[config.mk]
export PLATFORM = sky130hd
export DESIGN_NAME = mem_port_arbiter
export DESIGN_NICKNAME = d
export VERILOG_FILES = /design/src/rtl/mem_port_arbiter.sv
export SDC_FILE = /design/constraint.sdc
export NUM_CORES = 1
export LEC_CHECK = 0
export CAP_MARGIN = 20
export CORE_AREA = 2 2 104 106
export DETAILED_ROUTE_END_ITERATION = 8
export DIE_AREA = 0 0 106 108
export PLACE_DENSITY = 0.57
export SKIP_CTS_REPAIR_TIMING = 1
export SYNTH_ARGS = -nofsm -noshare
export SYNTH_HDL_FRONTEND = slang
export SYNTH_SLANG_ARGS = --single-unit
export TNS_END_PERCENT = 5
[constraint.sdc]
create_clock -name clk -period 2.6 [get_ports clk]
set_input_delay 0.52 -clock clk [delete_from_list [all_inputs] [get_ports clk]]
set_output_delay 0.52 -clock clk [all_outputs]
set_load 0.01 [all_outputs]
[src/rtl/mem_port_arbiter.sv]
// mem_port_arbiter: shares one single-port word RAM between instruction fetch and load/store,
// with data priority, fetch anti-starvation, RMW locking and 1-cycle read-data routing.
module mem_port_arbiter #(
  parameter int AW       = 32,
  parameter int DW       = 32,
  parameter int MAX_WAIT = 4
) (
  input  logic          clk,
  input  logic          reset_n,
  input  logic          i_req,
  input  logic [AW-1:0] i_addr,
  output logic          i_gnt,
  output logic          i_rvalid,
  output logic [DW-1:0] i_rdata,
  input  logic          d_req,
  input  logic          d_we,
  input  logic          d_lock,
  input  logic [AW-1:0] d_addr,
  input  logic [DW-1:0] d_wdata,
  output logic          d_gnt,
  output logic          d_rvalid,
  output logic [DW-1:0] d_rdata,
  output logic          d_err,
  output logic          m_en,
  output logic          m_we,
  output logic [AW-3:0] m_addr,
  output logic [DW-1:0] m_wdata,
  input  logic [DW-1:0] m_rdata
);
  localparam int CW = $clog2(MAX_WAIT + 1);
  typedef enum logic [1:0] {P_NONE, P_INSTR, P_DATA, P_DERR} pend_t;

  logic [CW-1:0] r_wait_cnt;
  logic          r_lock_q;
  pend_t         r_pend;
  logic          w_aligned;
  logic          w_starve;
  logic          w_unused;

  assign w_aligned = d_addr[1:0] == 2'b00;
  assign w_starve  = i_req && (r_wait_cnt == CW'(MAX_WAIT));
  assign w_unused  = ^i_addr[1:0];

  // A held lock beats the starvation override so RMW pairs stay atomic
  assign d_gnt = reset_n && d_req && (r_lock_q || !w_starve);
  assign i_gnt = reset_n && i_req && !r_lock_q && (w_starve || !d_req);

  assign m_en    = i_gnt || (d_gnt && w_aligned);
  assign m_we    = d_gnt && d_we && w_aligned;
  assign m_addr  = d_gnt ? d_addr[AW-1:2] : i_addr[AW-1:2];
  assign m_wdata = d_wdata;

  always_ff @(posedge clk or negedge reset_n) begin
    if (!reset_n) begin
      r_wait_cnt <= '0;
      r_lock_q   <= 1'b0;
      r_pend     <= P_NONE;
    end else begin
      r_wait_cnt <= (!i_req || i_gnt) ? '0 :
                    (r_wait_cnt == CW'(MAX_WAIT)) ? r_wait_cnt : r_wait_cnt + CW'(1);
      r_lock_q   <= d_gnt && d_lock;
      r_pend     <= i_gnt ? P_INSTR : !d_gnt ? P_NONE : !w_aligned ? P_DERR : d_we ? P_NONE : P_DATA;
    end
  end

  assign i_rvalid = r_pend == P_INSTR;
  assign i_rdata  = m_rdata;
  assign d_rvalid = (r_pend == P_DATA) || (r_pend == P_DERR);
  assign d_err    = r_pend == P_DERR;
  assign d_rdata  = (r_pend == P_DATA) ? m_rdata : '0;
endmodule

Word level (Yosys, flattened, before mapping) --
Cells that the tools add are included.
Storage, ports and cells: register bits 6
Cells by class: $add $sub $neg 1, eq/ne operators 5, mux-type cells 8, reductions and logical operators 20
Operators by type and width (count):
- $mux 32 | 1
- $mux 30 | 1
- $logic_and 1x1->1 | 10
- $mux 2 | 4
- $mux 3 | 2
- $logic_or 1x1->1 | 5
- $eq 2x2->1 const B | 2
- $logic_not 1->1 | 4
- $add 3x1->3 const B | 1
- $eq 3x3->1 const B | 1
- $eq 2x1->1 const B | 1
- $logic_not 2->1 | 1
- $ne 2x2->1 const B | 1

Depth between registers and ports, before layout --
depth after elaboration 7, depth in mapped cells 7, gate-level depth less buffers 6

Least setup slack after synthesis --
Ideal clock, no wire load.
path type register to output, start point register r_wait_cnt[0], end point output m_addr[10], arrival time 1672 ps, slack 408 ps, cell stages (with the launch flop) 7, buffers on the path 1, cells stage by stage dfrtp_1 -> inv_1 -> ha_1 -> nand2_2 -> o311ai_4 -> buf_6 -> mux2_2
On the way: longest elaborated chain between the ends 6
Ends and longest elaborated chain:
- from (decl) | line 33 | logic [CW-1:0] r_wait_cnt;
- from (signal assigned) | line 59 | r_wait_cnt <= (!i_req || i_gnt) ? '0 :
- $eq 3x3->1 | line 41 | assign w_starve = i_req && (r_wait_cnt == CW'(MAX_WAIT));
- $logic_and 1x1->1 | line 41
- $logic_not 1->1 | line 45 | assign d_gnt = reset_n && d_req && (r_lock_q || !w_starve);
- $logic_or 1x1->1 | line 45
- $logic_and 1x1->1 | line 45
- $mux 30 | line 50 | assign m_addr = d_gnt ? d_addr[AW-1:2] : i_addr[AW-1:2];
- to (decl) | line 26 | output logic [AW-3:0] m_addr,
Every way passes these cells.

Worst setup path after layout --
start point register r_wait_cnt[1], end point output m_addr[0]
The elaborated chain is that of the path after synthesis.

==> flow_metrics.py <==
metrics = {
    "clock_network": {
        "clock-sinks": 6,
        "numCtsBuffers": 3,
        "clk_pin_slew_ps": 40,
        "htreeDepth": 1,
        "clockBufferDepth": 2,
        "clk_latency_ps": 220,
        "cts_root_buf": "clkbuf_8",
        "cts_tree": "done",
    },
    "layout": {
        "regArea_um2": 150,
        "nets": 454,
        "layout-drive-gt1-share": 0.259,
        "syn_to_final_growth_pct": 126,
        "stdcell_area_um2": 3200,
        "antenna_cells": 0,
        "fillers": 1053,
        "multiInputGateArea_um2": 737,
        "utilization": 0.313,
    },
    "synthesis": {
        "seq_area_frac_synth": 0.106,
        "ys_seq_elements": 6,
        "synth_cell_types": 23,
        "yosysTopAreaCellShare": 0.339,
        "syn_area_um2": 1420,
        "synth.largest_area_cell": "buf_4",
        "synth_area_leaders": "buf_4 (34%), mux2_2 (24%), and2_1 (15%)",
        "synth_warnings": 0,
        "syn_avg_cell_area_um2": 8.50,
        "syn_nets": 303,
        "syn_inst": 167,
    },
    "worst_setup_path": {
        "critPathBufInv": 5,
        "start_kind": "flop",
        "cp-end-kind": "primary output",
        "crit_chain": "inv_2 -> ha_4 -> nand2_2 -> o311ai_4 -> buf_6 -> buf_4 -> clkbuf_16 -> mux2_2 -> clkbuf_2",
        "cpMaxStageDelayCell": "dfrtp_1",
        "r2r_cells": 9,
        "cp_top_family": "buffers and inverters",
        "cp.required_ps": 2080,
        "r2r_end": "r_lock_q",
        "crit_type": "reg -> out",
        "r2r-start": "r_wait_cnt[1]",
        "crit_arrival_ps": 2020,
        "cp_max_fo": 12,
        "rrSetupSlack_ps": 960,
        "critical_path.max_stage_delay_ps": 400,
    },
    "drt": {
        "ant_nets": 0,
        "drtIter0Drc": 23,
        "wl_met1_um": 2060,
        "wl_per_cell_um": 12.2,
        "dr.max_layer_used": "met4",
        "wl_met2_um": 2770,
        "wl_met3_um": 647,
        "vias_per_cell": 3.64,
        "drt-total-wl_um": 5510,
        "vias": 1647,
        "drt_pass1_iterations": 4,
        "drc_errors": 0,
    },
    "timing": {
        "worstMarginPinSlew_ps": 243,
        "fmax_ghz": 0.394,
        "setup_viol": 0,
        "tns_ps": 0,
        "fin_worst_skew_ps": 1.52,
        "drv_slew": 0,
        "layout_min_cycle_time_ps": 2540,
        "timing.final.ws_setup_ps": 60.0,
        "max-slew-margin-rel": 0.838,
        "rsz0062_at_grt": "true",
        "whs_ps": 330,
        "hold_viol_final": 0,
        "finalCritPeriodShare": 0.977,
    },
    "pwr": {
        "intPower_mw": 0.519,
        "ir_drop_mv": 0.143,
        "swShare": 0.277,
        "power_density_nw_per_um2": 224,
        "power_leakage_nw": 1.42,
        "seq_power_share": 0.147,
        "p_comb_frac": 0.663,
        "p_switching_mw": 0.199,
        "p_clk_frac": 0.190,
    },
    "place": {
        "dp_slack_ps": -413,
        "numPortBuffers": 200,
        "gp_congestion": 0.681,
        "dp_hpwl_um": 4810,
        "placed_area_um2": 3170,
    },
    "die": {
        "rows": 37,
        "ios": 267,
        "initial_core_util": 0.139,
        "die_x_um": 106,
        "dieArea_um2": 11400,
        "design.core.area_um2": 10200,
        "fp.dieH_um": 108,
    },
    "global_routing": {
        "grt_pass1_vias": 1707,
        "grt_util_all_layers": 0.0895,
        "grt_max_degree": 33,
        "grt_overflow": 0,
        "grt_pass1_wl_um": 8290,
        "grt_antenna_before_repair": 0,
    },
    "run": {
        "drv_cap": 0,
    },
    "min_path": {
        "hp-class": "in -> async",
    },
    "status": {
        "outcome": "finished, final reports clean",
    },
}
## worst register-to-register path, delay by kind of cell (launching register included)
kind | cells | cell delay (ps)
AO/OA/AOI/OAI | 1 | 270
adder cells (fa/ha/maj) | 1 | 130
buffers and inverters | 5 | 510
flip-flops | 1 | 400
AND/OR/NAND/NOR | 2 | 220
## through the flow
stage	std cells	power (mW)
global placement	445	0.600
floorplan	167	0.338
global route	452	0.769
CTS	448	0.747
finish	452	0.718
detailed placement	445	0.603
## cell families after synthesis
kind of cell | count (synthesis) | share of synthesized area
muxes | 30 | 0.238
and+or+nand+nor | 43 | 0.189
adders and majority gates | 2 | 0.0176
DFF | 6 | 0.106
AOI/OAI and AO/OA | 10 | 0.0635
buffers and inverters | 76 | 0.386
## registers in the layout, summed over array words and instances (netlist names)
| register | count |
|---|---|
| r_lock_q | 1 |
| r_wait_cnt | 3 |
| r_pend | 2 |
## power groups by stage
stage	Sequential, mW	Combinational [mW]	Clock, mW
global route	0.107	0.512	0.151
floorplan	0.105	0.232	0
global placement	0.106	0.494	0
CTS	0.105	0.500	0.142
finish	0.106	0.476	0.136
detailed placement	0.106	0.497	0
## worst max-delay path by stage
stage / slack (ps) / end / startpoint / depth (start not counted)
6_report: 60 / m_addr[0] / r_wait_cnt[1] / 9
5_1_grt: -40 / m_addr[19] / r_wait_cnt[0] / 9
4_1_cts: -430 / m_addr[8] / i_req / 6
3_5_place_dp: -410 / m_addr[25] / i_req / 6
3_3_place_gp: -410 / m_addr[8] / i_req / 6
2_1_floorplan: 410 / m_addr[10] / r_wait_cnt[0] / 6
## area by class of cell
class,instances,share of cell area
Timing Repair Buffer,217,0.651
Multi-Input combinational cell,85,0.230
Tap cell,136,0.0532
Sequential cell,6,0.0469
Clock buffer,3,0.0129
Inverter,5,0.00586
## Yosys cell counts
library cell / instances
a211o_2: 1
a21oi_1: 3
and2_1: 34
and3_1: 1
buf_4: 64
buf_6: 3
clkbuf_1: 4
dfrtp_1: 6
ha_1: 2
inv_1: 4
inv_2: 1
mux2_2: 30
nand2_2: 1
nand2b_1: 1
nand3b_1: 1
nand4_1: 2
nor2_1: 1
nor2b_1: 2
o2111a_1: 1
o211ai_1: 2
o21ai_0: 1
o311ai_4: 1
o31ai_1: 1
## routing by layer
layer	GRT usage	up-vias
met5	0	-
met4	0.0235	0
met3	0.0404	4
met2	0.157	133
met1	0.0990	722
li1	-	788
## placed cells by master (no fill, tap or decap)
master	Yosys	layout
o311ai_4	1	1
a21oi_1	3	3
o31ai_1	1	1
dfrtp_1	6	6
buf_12	0	1
inv_2	1	4
clkdlybuf4s50_1	0	164
o211ai_1	2	2
inv_1	4	1
a211o_2	1	1
nand3b_1	1	1
mux2_2	30	29
clkbuf_2	0	22
and2_1	34	34
mux2_4	0	1
nor2_1	1	1
clkbuf_8	0	3
nand2b_1	1	1
nand4_1	2	2
buf_4	64	13
ha_4	0	1
nand2_2	1	1
o2111a_1	1	1
clkbuf_16	0	1
o21ai_0	1	1
buf_2	0	1
dlymetal6s2s_1	0	12
nor2b_1	2	2
ha_1	2	1
buf_6	3	3
and3_1	1	1
No activity file was read; power rests on OpenSTA's default activity.
